===== config.mk =====
export PLATFORM = sky130hd
export DESIGN_NAME = execute_stage_mc
export DESIGN_NICKNAME = d
export VERILOG_FILES = /design/src/rtl/execute_stage_mc.sv
export SDC_FILE = /design/constraint.sdc
export NUM_CORES = 1
export LEC_CHECK = 0
export CORE_MARGIN = 8
export CORE_UTILIZATION = 55
export DETAILED_ROUTE_END_ITERATION = 8
export HOLD_SLACK_MARGIN = 0.12
export PLACE_DENSITY = 0.88
export SYNTH_ARGS = -nofsm -noshare
export SYNTH_HDL_FRONTEND = slang
export SYNTH_SLANG_ARGS = --single-unit

===== constraint.sdc =====
create_clock -name clk -period 9.79 [get_ports clk]
set_clock_uncertainty 0.1 [all_clocks]
set_input_delay 1.958 -clock clk [delete_from_list [all_inputs] [get_ports clk]]
set_output_delay 1.958 -clock clk [all_outputs]
set_load 0.02 [all_outputs]

===== src/rtl/execute_stage_mc.sv =====
// EX pipeline stage: operand forwarding, ALU, branch resolution, iterative
// shift-add multiplier with stall/flush control, and the EX/MEM register.
module execute_stage_mc #(
    parameter int WIDTH      = 32,
    parameter int REG_ADDR_W = 5,
    parameter int CNT_W      = 6
) (
    input  logic                  clk,
    input  logic                  reset,
    input  logic                  mem_to_reg_wr,
    input  logic                  reg_wr_en,
    input  logic                  mem_wr_en,
    input  logic                  alu_src_sel,
    input  logic                  branch,
    input  logic                  jump,
    input  logic                  is_mul,
    input  logic [2:0]            alu_ctrl,
    input  logic [1:0]            fwd_a_sel,
    input  logic [1:0]            fwd_b_sel,
    input  logic                  flush,
    input  logic                  mem_stall,
    input  logic [REG_ADDR_W-1:0] reg_wr_addr,
    input  logic [WIDTH-1:0]      pc_branch,
    input  logic [WIDTH-1:0]      pc_jump,
    input  logic [WIDTH-1:0]      reg_rd_data1,
    input  logic [WIDTH-1:0]      reg_rd_data2,
    input  logic [WIDTH-1:0]      sign_imm_ext,
    input  logic [WIDTH-1:0]      wb_result,
    input  logic [WIDTH-1:0]      mem_fwd_result,
    output logic                  ex_pc_src,
    output logic                  ex_jump,
    output logic [WIDTH-1:0]      ex_pc_branch,
    output logic [WIDTH-1:0]      ex_pc_jump,
    output logic                  ex_stall,
    output logic                  ex_mem_mem_to_reg_wr,
    output logic                  ex_mem_mem_wr_en,
    output logic                  ex_mem_reg_wr_en,
    output logic [REG_ADDR_W-1:0] ex_mem_reg_wr_addr,
    output logic [WIDTH-1:0]      ex_mem_alu_result,
    output logic [WIDTH-1:0]      ex_mem_mem_wr_data
);

    typedef enum logic [1:0] {
        IDLE = 2'b00,
        RUN  = 2'b01,
        DONE = 2'b10
    } state_t;

    state_t             state_q, state_d;
    logic [WIDTH-1:0]   mcand_q, mcand_d;
    logic [WIDTH-1:0]   mplier_q, mplier_d;
    logic [WIDTH-1:0]   acc_q, acc_d;
    logic [CNT_W-1:0]   cnt_q, cnt_d;

    logic                  mem_to_reg_q, mem_to_reg_d;
    logic                  mem_wr_en_q, mem_wr_en_d;
    logic                  reg_wr_en_q, reg_wr_en_d;
    logic [REG_ADDR_W-1:0] wr_addr_q, wr_addr_d;
    logic [WIDTH-1:0]      result_q, result_d;
    logic [WIDTH-1:0]      wr_data_q, wr_data_d;

    logic [WIDTH-1:0] fwd_a_s, fwd_b_s, op_b_s, diff_s, alu_res_s;
    logic             mul_busy_s;

    // Forwarding muxes and B-operand immediate select
    always_comb begin
        case (fwd_a_sel)
            2'b01:   fwd_a_s = wb_result;
            2'b10:   fwd_a_s = mem_fwd_result;
            default: fwd_a_s = reg_rd_data1;
        endcase
        case (fwd_b_sel)
            2'b01:   fwd_b_s = wb_result;
            2'b10:   fwd_b_s = mem_fwd_result;
            default: fwd_b_s = reg_rd_data2;
        endcase
        if (alu_src_sel) begin
            op_b_s = sign_imm_ext;
        end else begin
            op_b_s = fwd_b_s;
        end
    end

    // ALU and branch/jump resolution toward fetch
    always_comb begin
        diff_s = fwd_a_s - op_b_s;
        case (alu_ctrl)
            3'b000:  alu_res_s = fwd_a_s & op_b_s;
            3'b001:  alu_res_s = fwd_a_s | op_b_s;
            3'b010:  alu_res_s = fwd_a_s + op_b_s;
            3'b110:  alu_res_s = diff_s;
            3'b111:  alu_res_s = {{(WIDTH-1){1'b0}},
                                  ($signed(fwd_a_s) < $signed(op_b_s))};
            default: alu_res_s = {WIDTH{1'b0}};
        endcase
        ex_pc_src    = branch & (diff_s == {WIDTH{1'b0}}) & ~flush;
        ex_jump      = jump;
        ex_pc_branch = pc_branch;
        ex_pc_jump   = pc_jump;
    end

    // Stall: multiply in progress (unless squashed) or downstream hold
    always_comb begin
        mul_busy_s = ((state_q == IDLE) & is_mul) | (state_q == RUN);
        ex_stall   = mem_stall | (mul_busy_s & ~flush);
    end

    // Multiplier next-state; flush aborts from any state
    always_comb begin
        state_d  = state_q;
        mcand_d  = mcand_q;
        mplier_d = mplier_q;
        acc_d    = acc_q;
        cnt_d    = cnt_q;
        case (state_q)
            IDLE: begin
                if (is_mul & ~flush) begin
                    mcand_d  = fwd_a_s;
                    mplier_d = op_b_s;
                    acc_d    = {WIDTH{1'b0}};
                    cnt_d    = CNT_W'(WIDTH);
                    state_d  = RUN;
                end else begin
                    state_d  = IDLE;
                end
            end
            RUN: begin
                if (flush) begin
                    state_d = IDLE;
                end else begin
                    if (mplier_q[0]) begin
                        acc_d = acc_q + mcand_q;
                    end else begin
                        acc_d = acc_q;
                    end
                    mcand_d  = mcand_q << 1;
                    mplier_d = mplier_q >> 1;
                    cnt_d    = cnt_q - {{(CNT_W-1){1'b0}}, 1'b1};
                    if (cnt_q == {{(CNT_W-1){1'b0}}, 1'b1}) begin
                        state_d = DONE;
                    end else begin
                        state_d = RUN;
                    end
                end
            end
            DONE: begin
                if (flush | ~mem_stall) begin
                    state_d = IDLE;
                end else begin
                    state_d = DONE;
                end
            end
            default: state_d = IDLE;
        endcase
    end

    // EX/MEM next value: hold, bubble, or new result in priority order
    always_comb begin
        mem_to_reg_d = mem_to_reg_q;
        mem_wr_en_d  = mem_wr_en_q;
        reg_wr_en_d  = reg_wr_en_q;
        wr_addr_d    = wr_addr_q;
        result_d     = result_q;
        wr_data_d    = wr_data_q;
        if (mem_stall) begin
            mem_to_reg_d = mem_to_reg_q;
        end else if (flush | mul_busy_s) begin
            mem_to_reg_d = 1'b0;
            mem_wr_en_d  = 1'b0;
            reg_wr_en_d  = 1'b0;
            wr_addr_d    = {REG_ADDR_W{1'b0}};
            result_d     = {WIDTH{1'b0}};
            wr_data_d    = {WIDTH{1'b0}};
        end else begin
            mem_to_reg_d = mem_to_reg_wr;
            mem_wr_en_d  = mem_wr_en;
            reg_wr_en_d  = reg_wr_en;
            wr_addr_d    = reg_wr_addr;
            result_d     = (state_q == DONE) ? acc_q : alu_res_s;
            wr_data_d    = fwd_b_s;
        end
    end

    // Multiplier state registers
    always_ff @(posedge clk or posedge reset) begin
        if (reset) begin
            state_q  <= IDLE;
            mcand_q  <= {WIDTH{1'b0}};
            mplier_q <= {WIDTH{1'b0}};
            acc_q    <= {WIDTH{1'b0}};
            cnt_q    <= {CNT_W{1'b0}};
        end else begin
            state_q  <= state_d;
            mcand_q  <= mcand_d;
            mplier_q <= mplier_d;
            acc_q    <= acc_d;
            cnt_q    <= cnt_d;
        end
    end

    // EX/MEM pipeline register
    always_ff @(posedge clk or posedge reset) begin
        if (reset) begin
            mem_to_reg_q <= 1'b0;
            mem_wr_en_q  <= 1'b0;
            reg_wr_en_q  <= 1'b0;
            wr_addr_q    <= {REG_ADDR_W{1'b0}};
            result_q     <= {WIDTH{1'b0}};
            wr_data_q    <= {WIDTH{1'b0}};
        end else begin
            mem_to_reg_q <= mem_to_reg_d;
            mem_wr_en_q  <= mem_wr_en_d;
            reg_wr_en_q  <= reg_wr_en_d;
            wr_addr_q    <= wr_addr_d;
            result_q     <= result_d;
            wr_data_q    <= wr_data_d;
        end
    end

    assign ex_mem_mem_to_reg_wr = mem_to_reg_q;
    assign ex_mem_mem_wr_en     = mem_wr_en_q;
    assign ex_mem_reg_wr_en     = reg_wr_en_q;
    assign ex_mem_reg_wr_addr   = wr_addr_q;
    assign ex_mem_alu_result    = result_q;
    assign ex_mem_mem_wr_data   = wr_data_q;

endmodule


==> key figures <==
Run status
  – Status: completed

Worst setup path
  – CP Depth: 19
  – Crit path kind: input pin to primary output
  – Critical path arrival: 7.44 ns
  – Bufs and invs on worst path: 3
  – Critical R2R Capture: acc_q[30]$_DFFE_PP0P_
  – Worst path slowest cell: clkdlybuf4s50_1
  – Startpoint types: input pin
  – Crit-path cells: clkdlybuf4s50_1 -> inv_1 -> ha_2 -> nor2_1 -> a21oi_1 -> o21ai_0 -> ha_1 -> fa_1 -> or2_0 -> a221o_1 -> o41a_1 -> a31o_1 -> o21ai_1 -> nand2_1 -> mux2i_1 -> nor4_1 -> nand4_1 -> nor4_2 -> buf_4
  – R2R setup slack: 6.09 ns
  – CP top delay family: compound AO/OA/AOI/OAI gates
  – CP required: 7.73 ns
  – CP Capture Type: primary output
  – CP max stage delay: 0.53 ns
  – Worst r2r src: mcand_q[0]$_DFFE_PP0P_
  – Worst Path Max Fanout: 14
  – Reg2Reg Depth: 11

Power
  – PwrDens: 173 mW/mm2
  – Pleak: 8.37 nW
  – Max rail drop VDD: 0.164 mV
  – Total power: 3.29 mW

Place
  – Dpl ws: 0.447 ns
  – # port buffers: 255
  – Final GP Congestion: 1.02
  – Placed Area: 0.0184 mm2
  – Placed cell count: 2565
  – Dpl hpwl: 49200 um

Clocking
  – Clk sink count: 176
  – CTS Root Cell: clkbuf_16
  – Skew-Pair Late Insertion Delay: 0.47 ns
  – Clock transition at path regs: 0.06 ns
  – CTS H-tree lvls: 4
  – CTS Buf Count: 17
  – Setup repair bufs after CTS: 0
  – Bufs on Longest Clock Path: 2
  – TritonCTS clock tree: yes

Global routing
  – Vias in the first global route: 16.3k
  – Pin count of the biggest net entering global routing: 109
  – Grt ovf: 0
  – Antenna violations before repair: 1
  – Global-route usage over all layers: 36.4%
  – Global-route wire length before repair: 96400 um

Finish
  – FF+latch area: 0.00440 mm2
  – Multi-input gate area: 0.0100 mm2
  – Most frequent cells in the layout: nand2_1 (299), clkdlybuf4s50_1 (252), o21ai_0 (221)
  – Cell area after layout: 0.0190 mm2
  – Layout cells sized above 1: 5.56%
  – Post-Layout Cell Count: 2598
  – Commonest non-fill, non-tap cell in the layout: nand2_1
  – Post-layout net count: 2592
  – Synthesis-to-layout area growth: 19.9%
  – Fillers: 2377

Synth
  – Synthesized area per cell: 7.70 um2
  – Gate Count Post-Synth: 2057
  – Warnings, synthesis: 0
  – Share of Yosys cell area claimed by the top area cell type: 27.8%
  – Synth top area cells: dfrtp_1 (28%), ha_1 (11%), nand2_1 (7.1%)
  – Most used DFF post-synth: dfrtp_1
  – Seq/Total Area, Yosys: 27.8%
  – Post-synth EDFFs: 0
  – Synth Cell Area: 0.0158 mm2
  – #FFs+latches synth: 176
  – Yosys cell types: 81
  – Syn_nets: 2449
  – Ys async rst share: 100%
  – Synth area leader: dfrtp_1

Timing
  – Pins Over Slew Limit: 0
  – Final TNS setup: 0 ns
  – Setup Viol. Count Final: 0
  – Min cycle time layout: 9.49 ns
  – RSZ-0062 raised after global routing: false
  – Maximum clock frequency: 105 MHz
  – Headroom to the max-slew limit: 8.06%
  – Final Hold Vio Count: 0
  – Slew @ Worst Pin: 1.37 ns
  – Setup slack after layout: 0.296 ns
  – Final Cycle Share: 97.0%

Routing
  – DRC viols: 0
  – DRT Pass-1 Iters: 7
  – Routed wire per std cell: 24.4 um
  – Final ANT Viol Nets: 0
  – Mean number of vias per cell: 6.50
  – Detailed-route wire length: 63500 um
  – DR iter-0 viols: 2143
  – Vias: 16.9k

Floorplan
  – Die Ht: 186 um
  – Row count: 62
  – Die area: 0.0345 mm2
  – Initial Util: 55.5%
  – Die extent in x: 186 um
  – I/O Pins: 386
  – Core Box Area: 0.0285 mm2

Min path
  – Worst Hold Endpoint: mplier_q[16]$_DFFE_PP0P_
  – Worst hold path type: register to register
  – Min-delay src: mplier_q[16]$_DFFE_PP0P_
  – Worst Hold Depth: 2

Job
  – MaxCap Viol Count: 0
==> routing by layer <==
metal  vias to the layer above  global-route usage (%)  routed length, um
met3                       182                    8.76               6350
met1                      8137                    47.9              26100
li1                       7497                       -                  -
met4                         2                    12.6               2160
met5                         -                       0                 13
met2                      1071                    57.8              28900
==> logic make-up (layout without fill, tap and decap cells) <==
kind of cell,Yosys count,in the layout,share of synthesized area [%]
adder cells (fa/ha/maj),145,145,11.6
multiplexers,42,42,2.67
AO/OA/AOI/OAI,725,725,28.7
buffers and inverters,310,465,9.03
flip-flops,176,176,27.8
AND/OR/NAND/NOR,576,576,15.6
other,0,2,0
XOR/XNOR,83,83,4.59
==> sequential cells by signal (all words and copies together), names as in the netlist <==
signal / cells
mcand_q: 32
state_q: 2
ex_mem_mem_wr_data: 32
acc_q: 32
mplier_q: 32
ex_mem_mem_to_reg_wr: 1
ex_mem_reg_wr_addr: 5
ex_mem_reg_wr_en: 1
ex_mem_alu_result: 32
cnt_q: 6
ex_mem_mem_wr_en: 1
==> tightest hold or removal path, cell delays in order (launching register included) <==
cell and delay, ns:
dfrtp_1 0.34, nand2_1 0.04, o21ai_0 0.06
==> worst max-delay path by stage <==
stage,start,to
detailed placement,fwd_b_sel[0],ex_pc_src
global route,fwd_b_sel[0],ex_pc_src
finish,fwd_b_sel[0],ex_pc_src
floorplan,fwd_b_sel[0],ex_pc_src
CTS,fwd_b_sel[0],ex_pc_src
global placement,fwd_b_sel[0],ex_pc_src
==> cell usage after synthesis, drive strengths merged, types with 15 or more instances <==
library cell,count
nand2,299
o21ai,240
dfrtp,176
a21oi,150
nor2,150
ha,142
inv,118
clkbuf,106
a22oi,98
buf,86
xnor2,62
a31oi,44
mux2i,40
a21o,25
a211oi,21
xor2,21
nor3,20
o31ai,20
o21bai,19
nor2b,16
a22o,15
nand2b,15
==> per-stage QoR <==
| step | hold WS [ns] | utilization (%) |
|---|---|---|
| after floorplan | 0.349 | - |
| after global placement | 0.362 | 64.4 |
| after detailed placement | 0.370 | 64.4 |
| after CTS | 0.386 | 66.5 |
| after global routing | 0.409 | 66.5 |
| final | 0.380 | 66.5 |
==> what timing repair did <==
action,CTS,global route
endpoints found under the setup margin,0,1
hold buffers,0,0
resized for setup,0,1
==> cell type report <==
cell class                 instances  area share (%)
timing repair buffer             316            15.8
antenna                            2          0.0264
multi-input combinational       1571            52.9
sequential                       176            23.2
clock inverter                     9           0.646
clock buffer                      22            2.55
inverter                         118            2.36
tap                              384            2.53
==> power breakdown <==
group | leakage (nW) | internal [mW] | switching, mW
sequential | 2.30 | 0.847 | 0.113
combinational | 5.78 | 0.637 | 0.965
clock | 0.295 | 0.406 | 0.323
total | 8.37 | 1.89 | 1.40
(Power assumes the default switching activity.)
